===== src/rtl/risk_alert_fsm.sv =====
// -----------------------------------------------------------------------------
// risk_alert_fsm
//   Smooths the 8-bit driver risk score with a 2^WIN_LOG2-sample moving average
//   and classifies the driver as SAFE / WARN / DANGER. Escalation needs DWELL
//   consecutive escalating samples; de-escalation uses hysteresis thresholds
//   and happens on a single sample. Every escalation raises an alert request
//   that stays up until the cabin controller acknowledges it.
//
// Ports
//   clk          in   clock
//   rst          in   asynchronous, active-low reset
//   score_valid  in   score carries a new sample this cycle
//   score        in   [7:0] unsigned risk score
//   alert_ack    in   controller acknowledge of the pending alert
//   avg          out  [7:0] current moving average (registered sum >> WIN_LOG2)
//   level        out  [1:0] 0=SAFE, 1=WARN, 2=DANGER
//   alert_req    out  alert pending
//   alert_level  out  [1:0] level that raised the pending alert
// -----------------------------------------------------------------------------
module risk_alert_fsm #(
  parameter int WIN_LOG2   = 3,
  parameter int WARN_ON    = 100,
  parameter int WARN_OFF   = 80,
  parameter int DANGER_ON  = 180,
  parameter int DANGER_OFF = 150,
  parameter int DWELL      = 4
) (
  input  logic       clk,
  input  logic       rst,
  input  logic       score_valid,
  input  logic [7:0] score,
  input  logic       alert_ack,
  output logic [7:0] avg,
  output logic [1:0] level,
  output logic       alert_req,
  output logic [1:0] alert_level
);

  localparam int WIN   = 1 << WIN_LOG2;
  localparam int SUM_W = 8 + WIN_LOG2;
  localparam int CNT_W = (DWELL < 2) ? 1 : $clog2(DWELL + 1);

  localparam logic [1:0] SAFE   = 2'd0;
  localparam logic [1:0] WARN   = 2'd1;
  localparam logic [1:0] DANGER = 2'd2;

  localparam logic [7:0] L_WARN_ON    = 8'(WARN_ON);
  localparam logic [7:0] L_WARN_OFF   = 8'(WARN_OFF);
  localparam logic [7:0] L_DANGER_ON  = 8'(DANGER_ON);
  localparam logic [7:0] L_DANGER_OFF = 8'(DANGER_OFF);
  localparam logic [CNT_W-1:0] L_DWELL_LAST = CNT_W'(DWELL - 1);

  // Sample window: index 0 is the newest sample, WIN-1 the oldest.
  logic [WIN-1:0][7:0] r_buf;
  logic [SUM_W-1:0]    r_sum;
  logic [CNT_W-1:0]    r_dwell;
  logic [1:0]          r_level;
  logic                r_alert_req;
  logic [1:0]          r_alert_level;

  logic [SUM_W-1:0]    w_next_sum;
  logic [7:0]          w_next_avg;
  logic [1:0]          w_target;
  logic [CNT_W-1:0]    w_dwell_next;
  logic [1:0]          w_level_next;
  logic                w_escalate;
  logic                w_alert_req_next;
  logic [1:0]          w_alert_level_next;

  // The oldest sample is always part of the sum, so the subtraction never
  // underflows and the sum never exceeds WIN*255.
  assign w_next_sum = r_sum + SUM_W'(score) - SUM_W'(r_buf[WIN-1]);
  assign w_next_avg = w_next_sum[SUM_W-1:WIN_LOG2];

  always_comb begin
    if (w_next_avg >= L_DANGER_ON)    w_target = DANGER;
    else if (w_next_avg >= L_WARN_ON) w_target = WARN;
    else                              w_target = SAFE;
  end

  // Window shift register and running sum.
  always_ff @(posedge clk or negedge rst) begin
    if (!rst) begin
      r_buf <= '0;
      r_sum <= '0;
    end else if (score_valid) begin
      for (int i = WIN - 1; i > 0; i--) r_buf[i] <= r_buf[i-1];
      r_buf[0] <= score;
      r_sum    <= w_next_sum;
    end
  end

  // State register: classification level, dwell counter and alert handshake.
  always_ff @(posedge clk or negedge rst) begin
    if (!rst) begin
      r_level       <= SAFE;
      r_dwell       <= '0;
      r_alert_req   <= 1'b0;
      r_alert_level <= SAFE;
    end else begin
      r_level       <= w_level_next;
      r_dwell       <= w_dwell_next;
      r_alert_req   <= w_alert_req_next;
      r_alert_level <= w_alert_level_next;
    end
  end

  // Next-state logic.
  always_comb begin
    w_level_next       = r_level;
    w_dwell_next       = r_dwell;
    w_escalate         = 1'b0;
    w_alert_req_next   = r_alert_req;
    w_alert_level_next = r_alert_level;

    if (score_valid) begin
      if (w_target > r_level) begin
        // The escalating level is whatever this last sample targets, which
        // allows SAFE straight to DANGER.
        if (r_dwell == L_DWELL_LAST) begin
          w_level_next = w_target;
          w_dwell_next = '0;
          w_escalate   = 1'b1;
        end else begin
          w_dwell_next = r_dwell + 1'b1;
        end
      end else begin
        // target <= level here, so any de-escalation also clears the count.
        w_dwell_next = '0;
        if (r_level == DANGER && w_next_avg < L_DANGER_OFF) begin
          w_level_next = (w_next_avg < L_WARN_OFF) ? SAFE : WARN;
        end else if (r_level == WARN && w_next_avg < L_WARN_OFF) begin
          w_level_next = SAFE;
        end
      end
    end

    // A new escalation takes priority over a coincident acknowledge.
    if (w_escalate) begin
      w_alert_req_next   = 1'b1;
      w_alert_level_next = w_level_next;
    end else if (alert_ack && r_alert_req) begin
      w_alert_req_next = 1'b0;
    end
  end

  // Outputs.
  always_comb begin
    avg         = r_sum[SUM_W-1:WIN_LOG2];
    level       = r_level;
    alert_req   = r_alert_req;
    alert_level = r_alert_level;
  end

endmodule


===== config.mk =====
export PLATFORM = sky130hd
export DESIGN_NAME = risk_alert_fsm
export DESIGN_NICKNAME = d
export VERILOG_FILES = /design/src/rtl/risk_alert_fsm.sv
export SDC_FILE = /design/constraint.sdc
export NUM_CORES = 1
export LEC_CHECK = 0
export CAP_MARGIN = 20
export CORE_UTILIZATION = 45
export CTS_CLUSTER_SIZE = 40
export DETAILED_ROUTE_END_ITERATION = 7
export PLACE_DENSITY = 0.66
export SKIP_LAST_GASP = 1
export SYNTH_ARGS = -nofsm -noshare
export SYNTH_HDL_FRONTEND = slang
export SYNTH_SLANG_ARGS = --single-unit

===== constraint.sdc =====
create_clock -name clk -period 3.9 [get_ports clk]
set_input_delay 0.585 -clock clk [delete_from_list [all_inputs] [get_ports clk]]
set_output_delay 0.585 -clock clk [all_outputs]
set_load 0.02 [all_outputs]

==> qor.csv <==
stage,metric,value,unit
logic_synthesis,avgSynthCellArea,11.9,sq um
sta,period_share,101,%
clocking,clockBufferDepth,2,
setup_path,critPathTopFamily,compound AO/OA/AOI/OAI gates,
cells_and_area,syn_to_final_growth,27.3,%
clocking,clkLatencyLatePin,370,ps
setup_path,crit_cells,19,
outcome,status,"finished, violations left",
sta,rsz0062_at_grt,true,
clocking,clk_pin_slew_worst_paths,100,ps
sta,min_period,3930,ps
routing,vias,2681,
cells_and_area,nets,449,
routing,wl_met2,3640,microns
clocking,cts_buffers,9,
sta,setup_ws,-32.3,ps
logic_synthesis,async_flop_share,100,%
routing,routedWlPerCell,14.2,microns
global_route,grtUsageTotal,17.0,%
logic_synthesis,synth-edff-count,0,
hold_path,hold_path.class,in -> async,
setup_path,crit_fanout,4,
sta,drv_slew,0,
setup_path,cp_num_buf_inv,4,
setup_path,cp_slowest_cell,fa_1,
cells_and_area,drive_above_1_share,43.8,%
routing,first_pass_iters,6,
outcome,violations,"design-rule violations, negative setup slack",
cells_and_area,n_fill_cell,726,
floorplan,fp.dieH,98.1,microns
routing,viasPerCell,5.08,
place,hpwlAfterDp,4960,microns
floorplan,rows,34,
setup_path,startpoint,score[1],
setup_path,arrival,4210,ps
run,drv_cap,0,
logic_synthesis,ys_ff_latch,83,
cells_and_area,final_core_util,59.8,%
floorplan,die_area,9620,sq um
clocking,cts_tree,built,
sta,setup_viol,1,
setup_path,r2r_slack,-30,ps
routing,drcViolationCount,1,
place,io_buffers,24,
setup_path,reg2regPathDepth,17,
setup_path,path_common_cell,a21oi_2,
place,place.gp.congestion,0.839,
setup_path,critPathKind,in -> reg,
routing,wl_met3,231,microns
setup_path,crit_path_end,level[0]$_DFF_PN0_,
setup_path,reg2reg_to,level[0]$_DFF_PN0_,
logic_synthesis,ys_types,43,
logic_synthesis,synth_ff_type,dfrtp_1,
setup_path,crit_path_max_incr_delay,540,ps
setup_path,regToRegStartpoint,r_buf[57]$_DFFE_PN0P_,
floorplan,start_util,46.9,%
routing,antenna_left,0,
sta,worst_slew_pin_slew,1060,ps
clocking,cts_hold_buf,0,
setup_path,worstSetupEndpointType,register,
floorplan,fp.dieW,98.1,microns
routing,drtIter0Drc,119,
logic_synthesis,syn_inst,349,
setup_path,crit_chain,"buf_2, inv_8, fa_1, inv_2, fa_2, a21o_4, a221oi_4, o21ai_2, a21oi_2, xnor2_2, nor2_1, a21oi_2, ha_2, a21oi_4, buf_6, nor2_2, o221ai_1, nand2_1, a221oi_2",
floorplan,pin_count,25,
logic_synthesis,synth_area,4150,sq um
logic_synthesis,synth-seq-area-share,50.0,%
place,dp_slack,-822,ps
clocking,cts_sinks,83,
global_route,grt_max_degree,94,
routing,routed.top_layer,met4,
routing,drt-total-wl,7520,microns
global_route,overflow,0,
global_route,antenna_found_initial,0,
sta,max_freq,0.254,GHz
logic_synthesis,ys_warn_count,0,
floorplan,core-area,8850,sq um
clocking,htreeDepth,3,
global_route,grt_pass1_vias,2723,
global_route,grt_pass1_wl,12900,microns
cells_and_area,antennaDiodeCount,0,
clocking,cts-root-buf,clkbuf_8,
setup_path,start_kind,input port,
routing,wl_met1,3520,microns
setup_path,crit_required,4170,ps
sta,slew_headroom,29.3,%
sta,clock_skew,14.4,ps
sta,hold_viol,0,
logic_synthesis,syn_nets,383,
==> cells in the mapped netlist, drive strengths merged, types with 2 or more instances <==
| library cell | number | area [sq um] |
|---|---|---|
| dfrtp | 83 | 2080 |
| mux2 | 66 | 743 |
| inv | 41 | 154 |
| o21ai | 18 | 90.1 |
| ha | 14 | 175 |
| nand2 | 14 | 52.6 |
| a21oi | 12 | 60.1 |
| buf | 12 | 90.1 |
| nor2 | 12 | 45.0 |
| clkbuf | 9 | 33.8 |
| a211oi | 8 | 65.1 |
| fa | 8 | 160 |
| a21o | 6 | 45.0 |
| nor3 | 6 | 30.0 |
| xnor2 | 6 | 52.6 |
| nor3b | 3 | 22.5 |
| o21a | 3 | 22.5 |
| o22ai | 3 | 18.8 |
| a21boi | 2 | 15.0 |
| a221oi | 2 | 41.3 |
| nand3 | 2 | 10.0 |
| xor2 | 2 | 17.5 |
==> layout by cell type (no fill, tap or decap), types with 4 or more instances in the layout <==
cell type,n
a211oi_1,4
a21o_1,5
a21oi_1,5
a21oi_2,6
buf_4,50
clkbuf_8,9
clkdlybuf4s50_1,15
dfrtp_1,83
fa_1,7
ha_1,6
ha_4,6
inv_1,36
inv_2,4
mux2_2,66
nand2_1,13
nor2_1,10
nor3_1,4
o21ai_0,9
o21ai_1,5
==> routing by layer <==
layer	track usage, %	up-vias
met3	4.01	12
met5	0	-
met2	26.3	34
li1	-	1333
met4	6.76	0
met1	23.1	1302
==> kinds of logic after synthesis <==
logic type	Yosys count	share of synthesized area [%]
xor+xnor	8	1.69
simple gates	43	4.79
mux	67	18.1
fa+ha+maj	22	8.07
compound gates	64	10.6
flops	83	50.0
buf+inv	62	6.69
==> how the worst min path moves through the flow <==
stage / slack [ps] / startpoint / endpoint
floorplan: 290 / rst / alert_level[0]$_DFFE_PN0P_
global placement: 470 / alert_level[1]$_DFFE_PN0P_ / alert_level[1]$_DFFE_PN0P_
detailed placement: 490 / r_buf[37]$_DFFE_PN0P_ / r_buf[45]$_DFFE_PN0P_
CTS: 430 / rst / r_buf[30]$_DFFE_PN0P_
global route: 110 / rst / r_buf[30]$_DFFE_PN0P_
finish: 100 / rst / r_buf[30]$_DFFE_PN0P_
==> sequential cells by signal (all words and copies together), names as in the netlist <==
signal / cells
level: 2
r_sum: 11
r_dwell: 3
alert_level: 2
r_buf: 64
alert_req: 1
==> cell type report <==
class	count	area [sq um]	share of cell area, %
flip-flops and latches	83	2080	39.3
multi-input cells	204	2050	38.8
repair buffers	76	648	12.3
inverters	41	161	3.05
well taps	108	135	2.55
clock buffers	9	124	2.34
clock inverters	7	93.8	1.77
==> repair_timing <==
action                                  in CTS  in global routing
pin swaps                                   26                 20
endpoints found under the setup margin       8                  8
hold endpoints to repair                     0                  0
gates resized for setup                     26                 20
cloned                                       0                  0
buffers inserted                             5                  5
==> through the flow <==
step | TNS [ps] | hold WS [ps] | std cells | area, sq um
2_1_floorplan | -95.2 | 289 | 349 | 4280
3_3_place_gp | -5500 | 472 | 501 | 4830
3_5_place_dp | -5870 | 486 | 501 | 4830
4_1_cts | 0 | 430 | 522 | 5160
5_1_grt | -1270 | 106 | 528 | 5290
6_report | -32.3 | 97.1 | 528 | 5290
Power is left out: the tool's default activity adds up to more than one toggle a clock period on the data nets, which glitch-free logic cannot reach.
